===== src/rtl/uart_rx_byte_buffer.sv =====
// uart_rx_byte_buffer: assembles UART Rx bits into bytes and queues good frames in a FWFT FIFO.
// Define UART_RX_ERR_CNT_EN to build the saturating framing-error counter.
module uart_rx_byte_buffer #(
    parameter int FIFO_DEPTH = 4,
    parameter int ADDR_W     = 2
) (
    input  logic              clk,
    input  logic              rst_n,
    input  logic              i_catch_bit,
    input  logic [3:0]        i_catch_bit_cnt,
    input  logic              i_shift_rst,
    input  logic              i_rx_complete,
    input  logic              i_rx_error,
    input  logic              i_rx_ready,
    input  logic              i_overrun_clr,
    input  logic              i_err_clr,
    output logic [7:0]        o_rx_data,
    output logic              o_rx_valid,
    output logic [ADDR_W:0]   o_fifo_level,
    output logic              o_overrun,
    output logic [7:0]        o_err_cnt
);
    logic [7:0]        asm_q;
    logic [7:0]        mem [FIFO_DEPTH];
    logic [ADDR_W-1:0] wr_ptr;
    logic [ADDR_W-1:0] rd_ptr;
    logic [ADDR_W:0]   level;
    logic              overrun;
    logic              push_req;
    logic              pop;
    logic              full;
    logic              push;

    // an error pulse vetoes a simultaneous complete
    always_comb begin
        push_req = i_rx_complete && !i_rx_error;
        pop      = o_rx_valid && i_rx_ready;
        full     = level == (ADDR_W+1)'(FIFO_DEPTH);
        push     = push_req && (!full || pop);
    end

    always_ff @(posedge clk or negedge rst_n) begin
        if (!rst_n)
            asm_q <= '0;
        else if (i_shift_rst)
            asm_q <= '0;
        else if (!i_catch_bit_cnt[3])
            asm_q[i_catch_bit_cnt[2:0]] <= i_catch_bit;
    end

    always_ff @(posedge clk or negedge rst_n) begin
        if (!rst_n) begin
            for (int i = 0; i < FIFO_DEPTH; i++)
                mem[i] <= '0;
            wr_ptr  <= '0;
            rd_ptr  <= '0;
            level   <= '0;
            overrun <= 1'b0;
        end else begin
            if (push) begin
                mem[wr_ptr] <= asm_q;
                wr_ptr      <= wr_ptr + ADDR_W'(1);
            end
            if (pop)
                rd_ptr <= rd_ptr + ADDR_W'(1);
            if (push != pop)
                level <= push ? level + (ADDR_W+1)'(1) : level - (ADDR_W+1)'(1);
            if (push_req && full && !pop)
                overrun <= 1'b1;
            else if (i_overrun_clr)
                overrun <= 1'b0;
        end
    end

    assign o_rx_data    = mem[rd_ptr];
    assign o_rx_valid   = level != '0;
    assign o_fifo_level = level;
    assign o_overrun    = overrun;

`ifdef UART_RX_ERR_CNT_EN
    logic [7:0] err_cnt;

    always_ff @(posedge clk or negedge rst_n) begin
        if (!rst_n)
            err_cnt <= '0;
        else if (i_err_clr)
            err_cnt <= {7'd0, i_rx_error};
        else if (i_rx_error && err_cnt != 8'hFF)
            err_cnt <= err_cnt + 8'd1;
    end

    assign o_err_cnt = err_cnt;
`else
    logic unused_err_clr;
    assign unused_err_clr = i_err_clr;
    assign o_err_cnt      = '0;
`endif
endmodule


===== config.mk =====
export PLATFORM = sky130hd
export DESIGN_NAME = uart_rx_byte_buffer
export DESIGN_NICKNAME = d
export VERILOG_FILES = /design/src/rtl/uart_rx_byte_buffer.sv
export SDC_FILE = /design/constraint.sdc
export NUM_CORES = 1
export LEC_CHECK = 0
export CORE_UTILIZATION = 50
export CTS_CLUSTER_SIZE = 28
export DETAILED_ROUTE_END_ITERATION = 7
export GPL_ROUTABILITY_DRIVEN = 0
export PLACE_DENSITY = 0.74
export SLEW_MARGIN = 20
export SYNTH_ARGS = -nofsm -noshare
export SYNTH_HDL_FRONTEND = slang
export SYNTH_SLANG_ARGS = --single-unit

===== constraint.sdc =====
create_clock -name clk -period 4.8 [get_ports clk]
set_input_delay 0.48 -clock clk [delete_from_list [all_inputs] [get_ports clk]]
set_output_delay 0.48 -clock clk [all_outputs]
set_load 0.02 [all_outputs]

**Word-level counts from Yosys, hierarchy flattened**

Index checks and enable logic that the tools add are counted.

- Input port bits: 13
- Output and inout port bits: 21
- Flip-flop bits (word level): 48

- Magnitude comparators: 5
- Reduce and logical (&&, ||, !) cells: 13
- Equal/unequal tests: 3
- Mux-type cells: 14
- Bitwise logic cells: 2
- $add $sub $neg: 4

Operators with widths:

| operator | count |
|---|---|
| $mux W8 | 5 |
| $bwmux W32 | 1 |
| $bmux W8 S2 | 1 |
| $demux W8 S2 | 1 |
| $bwmux W8 | 1 |
| $logic_and A1 B1 Y1 | 7 |
| $ge A3 B3 Y1 const B | 2 |
| $not A2 Y3 | 2 |
| $add A2 B1 Y2 const B | 2 |
| $lt A3 B4 Y1 const B | 1 |
| $add A3 B1 Y3 const B | 1 |
| $demux W1 S3 | 1 |
| $eq A3 B3 Y1 const B | 1 |
| $ge A3 B1 Y1 const B | 1 |
| $logic_not A1 Y1 | 3 |
| $lt A3 B1 Y1 const B | 1 |
| $mux W1 | 3 |
| $mux W3 | 1 |
| $reduce_bool A3 Y1 | 1 |
| $sub A3 B1 Y3 const B | 1 |
| $ne A2 B1 Y1 const B | 1 |
| $reduce_bool A2 Y1 | 1 |
| $logic_or A1 B1 Y1 | 1 |
| $ne A1 B1 Y1 | 1 |

**Longest topological paths before layout**

- Word-level depth: 7
- Mapped depth: 9
- Depth with buffers taken out: 7

**Least setup slack after synthesis**

No wires, ideal clock.

- Path type: input to register
- Start: input port i_rx_ready
- End: register level[1], in the netlist o_fifo_level[1]
- Setup slack: 2.594 ns
- Stages on the path: 8
- Arrival: 2.081 ns
- Path buffers: 2
- Setup time: 0.125 ns
- Cell sequence: buf_6 -> or4b_4 -> and2_4 -> buf_12 -> inv_1 -> fa_1 -> o21ai_0 -> nand2_1

- Cells in the longest elaborated chain, start to end: 4
- Elaborated cells between the ends (all ways): 5

Ends and longest elaborated chain:

| element | line | RTL |
|---|---|---|
| start: declaration | 14 | `input logic i_rx_ready,` |
| $logic_and A1 B1 Y1 * | 37 | `pop = o_rx_valid && i_rx_ready;` |
| $logic_or A1 B1 Y1 | 39 | `push = push_req && (!full \|\| pop);` |
| $logic_and A1 B1 Y1 | 39 |  |
| $mux W3 or $ne A1 B1 Y1 (tied branches) | 67, 66 |  |
| end signal: assignment | 67 | `level <= push ? level + (ADDR_W+1)'(1) : level - (ADDR_W+1)'(1);` |
| end: declaration | 27 | `logic [ADDR_W:0] level;` |

Mark *: on every way between the ends. The rest lies on a longest branch, timed or not.
A chain may end at the register's enable or synchronous reset.

**Worst setup path in the final report**

- Start: register rd_ptr[0]
- End: output port o_rx_data[0]

- Cells in the longest elaborated chain, start to end: 4

Ends and longest elaborated chain:

| element | line | RTL |
|---|---|---|
| start: declaration | 26 | `logic [ADDR_W-1:0] rd_ptr;` |
| start signal: assignment | 65 | `rd_ptr <= rd_ptr + ADDR_W'(1);` |
| $not A2 Y3 (implied by the code) | 75 | `assign o_rx_data = mem[rd_ptr];` |
| $bmux W8 S2 | 75 |  |
| $mux W8 (implied by the code) (2 in a row) | 75 |  |
| end: declaration | 17 | `output logic [7:0] o_rx_data,` |

No other way between the ends. The select of a mux whose other input is x is not followed.

==> reports/metrics.yaml <==
synthesis:
  post-synth-top-area-fraction_pct: 47.8
  synthDistinctLibCells: 34
  synth-seq-cells: 48
  synth-seq-area-share_pct: 47.8
  synth.cell_area_um2: 2510
  synth.area.top_cells: "dfrtp_1 48%, mux2_4 19%, mux4_2 7.2%"
  postSynthCellCount: 177
  top_cell_type_by_total_area_after_synthesis: "dfrtp_1"
  yosysWarnings: 0
  syn-mean-instance-area_um2: 14.2
power_and_ir_drop:
  peak_supply_drop_v: 0.000265
  cellLeakagePower_nw: 1.33
  pwr_density_cell_nw_per_um2: 451
setup_path:
  critical-path-top-delay-family: "flip-flops"
  worst_setup_path_start: "rd_ptr[0]"
  timing.critical_path.required_ps: 4320
  timing.critical_path.buf_inv: 1
  worstRegToRegCells: 6
  ff2ff_setup_slack_ps: 2560
  timing.critical_path.depth: 2
  worst_setup_path_endpoint: "o_rx_data[0]"
  max_stage_delay_ps: 770
  rr_startpoint: "o_fifo_level[1]"
  worst_r2r_end: "o_fifo_level[1]"
  crit_path_top_delay_cell: "dfrtp_1"
  crit_arrival_ps: 2230
  path_cells: "mux4_2 > clkdlybuf4s50_1"
  timing_worst_setup_path_type: "flip-flop to primary output"
  worstSetupStartpointType: "flip-flop"
  path_max_fanout: 10
  endpoint_kind: "primary output"
timing:
  final.min_clock_period_ps: 2710
  final-setup-viol-count: 0
  final_tns_setup_ps: 0
  worst_slew_pin_slew_ps: 660
  timing_hold_violations_final: 0
  final.setup_skew_ps: 7.77
  fin_crit_sh_pct: 56.4
  clock.fmax_mhz: 369
  timing.max_slew.rel_slack_pct: 56.0
  grt_setup_unrepaired: "false"
  drv_slew: 0
min_path:
  hold_path_class: "input port to asynchronous set/reset pin"
routing:
  dr_pass1_iterations: 4
  drt_iter0_drc: 73
  viasPerCell: 5.34
  drc_violations_left: 0
  wl_cell_um: 16.8
  ant_nets: 0
  drt_wl_total_mm: 4.52
  routed-via-count: 1436
clocking:
  clk_path_buf_depth: 2
  cts.hold.buffers_added: 0
  clock_latency_ps: 290
  clkSinkCount: 48
  postCtsSetupBuffers: 0
  ctsResizeCount: 0
  clockRootBuffer: "clkbuf_8"
  htree_levels: 2
  cts_buffers: 5
  cts.reportedPaths.clkPinSlew_ps: 90
  cts_tree: "yes"
job:
  max-cap-violations: 0
grt:
  antenna_found_initial: 0
  grt_usage_pct: 19.0
  grt_use_met2_pct: 30.8
  grt_busiest_layer: "met2"
  grt-ovfl-total: 0
  wire_length_of_the_first_global_routing_pass_mm: 7.42
  grt.met1_usage_pct: 26.2
  use_met3_pct: 3.73
  first_global_vias: 1442
  grt_max_degree: 49
placement:
  dpl_cell_area_um2: 2750
  io_buffer_count: 24
  place_hpwl_mm: 3.12
cells_and_area:
  fraction_of_layout_cells_with_a_size_suffix_above_1_pct: 27.2
  finish.instance_area_um2: 2870
  ant_diodes: 0
  num-nets-final: 219
  fillCellCount: 353
  most-common-layout-cells: "48 x dfrtp_1, 32 x mux2_4, 23 x clkdlybuf4s50_1, 10 x nor2_1, 9 x nand2_1"
  multi_input_area_um2: 1210
  layout.area.seq_um2: 1200
  synth_to_final_area_change_pct: 14.2
  final_common_cell: "dfrtp_1"
floorplanning:
  die_height_um: 72.9
  chipWidth_um: 72.9
  placeableCoreArea_um2: 4790
  start_util_pct: 52.5
  floorplan.io_pins: 34
  die-area_um2: 5310
  std_cell_rows: 25
status:
  outcome: "completed"
[kinds of logic after synthesis]
group	Yosys count	synth area share (%)
other	1	0.149
buffers and inverters	18	4.88
DFF	48	47.8
muxes	46	28.7
and+or+nand+nor	41	10.6
AOI/OAI and AO/OA	13	3.29
adders and majority gates	5	2.79
xor gates and xnor gates	5	1.74
[cell usage after synthesis]
cell type and instances:
mux2i_1 6, buf_4 8, buf_12 1, o221ai_1 1
o22a_1 1, nor3_1 4, a21oi_1 2, or4b_4 1
nand2b_1 5, o211ai_1 2, conb_1 1, nand2_1 9
o22ai_1 1, mux4_2 8, and2_4 1, nor2b_1 1
clkbuf_1 1, dfrtp_1 48, o21ai_0 5, ha_1 4
or3_1 1, fa_1 1, buf_2 1, nand2_8 4
nor2_1 10, nand3_1 3, buf_6 1, mux2_4 32
buf_1 2, nor4_1 1, nand3b_1 1, xnor2_1 5
o2111ai_1 1, inv_1 4
[through the flow]
| stage | hold WS (ps) | setup WS [ps] | cells | utilization (%) | power, mW |
|---|---|---|---|---|---|
| after global routing | 215 | 1980 | 269 | 59.9 | 1.36 |
| final | 187 | 2090 | 269 | 59.9 | 1.29 |
| after global placement | 487 | 2040 | 261 | 57.4 | 0.979 |
| after floorplan | 184 | 2590 | 184 | - | 0.875 |
| after CTS | 390 | 2040 | 269 | 59.8 | 1.30 |
| after detailed placement | 490 | 1980 | 261 | 57.4 | 1.01 |
[state kept, by name, indices dropped and copies added, names as in the netlist]
signal and flops:
asm_q 8, mem 32, o_fifo_level 3, o_overrun 1, rd_ptr 2, wr_ptr 2
[metal layers]
layer  share of wire (%)  up-vias
met5                   0        -
met4                0.75        0
met3                 3.7        4
met2                  50       36
met1                  46      739
li1                    -      657
[where the power goes]
part / internal, mW / switching, mW / leakage, nW
clock network: 0.157 / 0.136 / 0.0548
registers: 0.471 / 0.104 / 0.652
logic: 0.231 / 0.194 / 0.628
[final cells by class]
type	count	share of cell area, %
tap	67	2.92
clock inverter	3	1.62
clock buffer	5	2.40
timing repair buffer	24	8.29
sequential	48	41.9
multi-input combinational	118	42.3
inverter	4	0.524
[worst min path at each step]
stage          endpoint  slack (ps)  depth (start not counted)
2_1_floorplan  asm_q[0]         180                          0
3_3_place_gp     mem[9]         490                          1
3_5_place_dp     mem[6]         490                          1
4_1_cts         mem[21]         390                          1
5_1_grt         mem[21]         210                          1
6_report        mem[21]         190                          1
No activity file was read; power rests on OpenSTA's default activity.
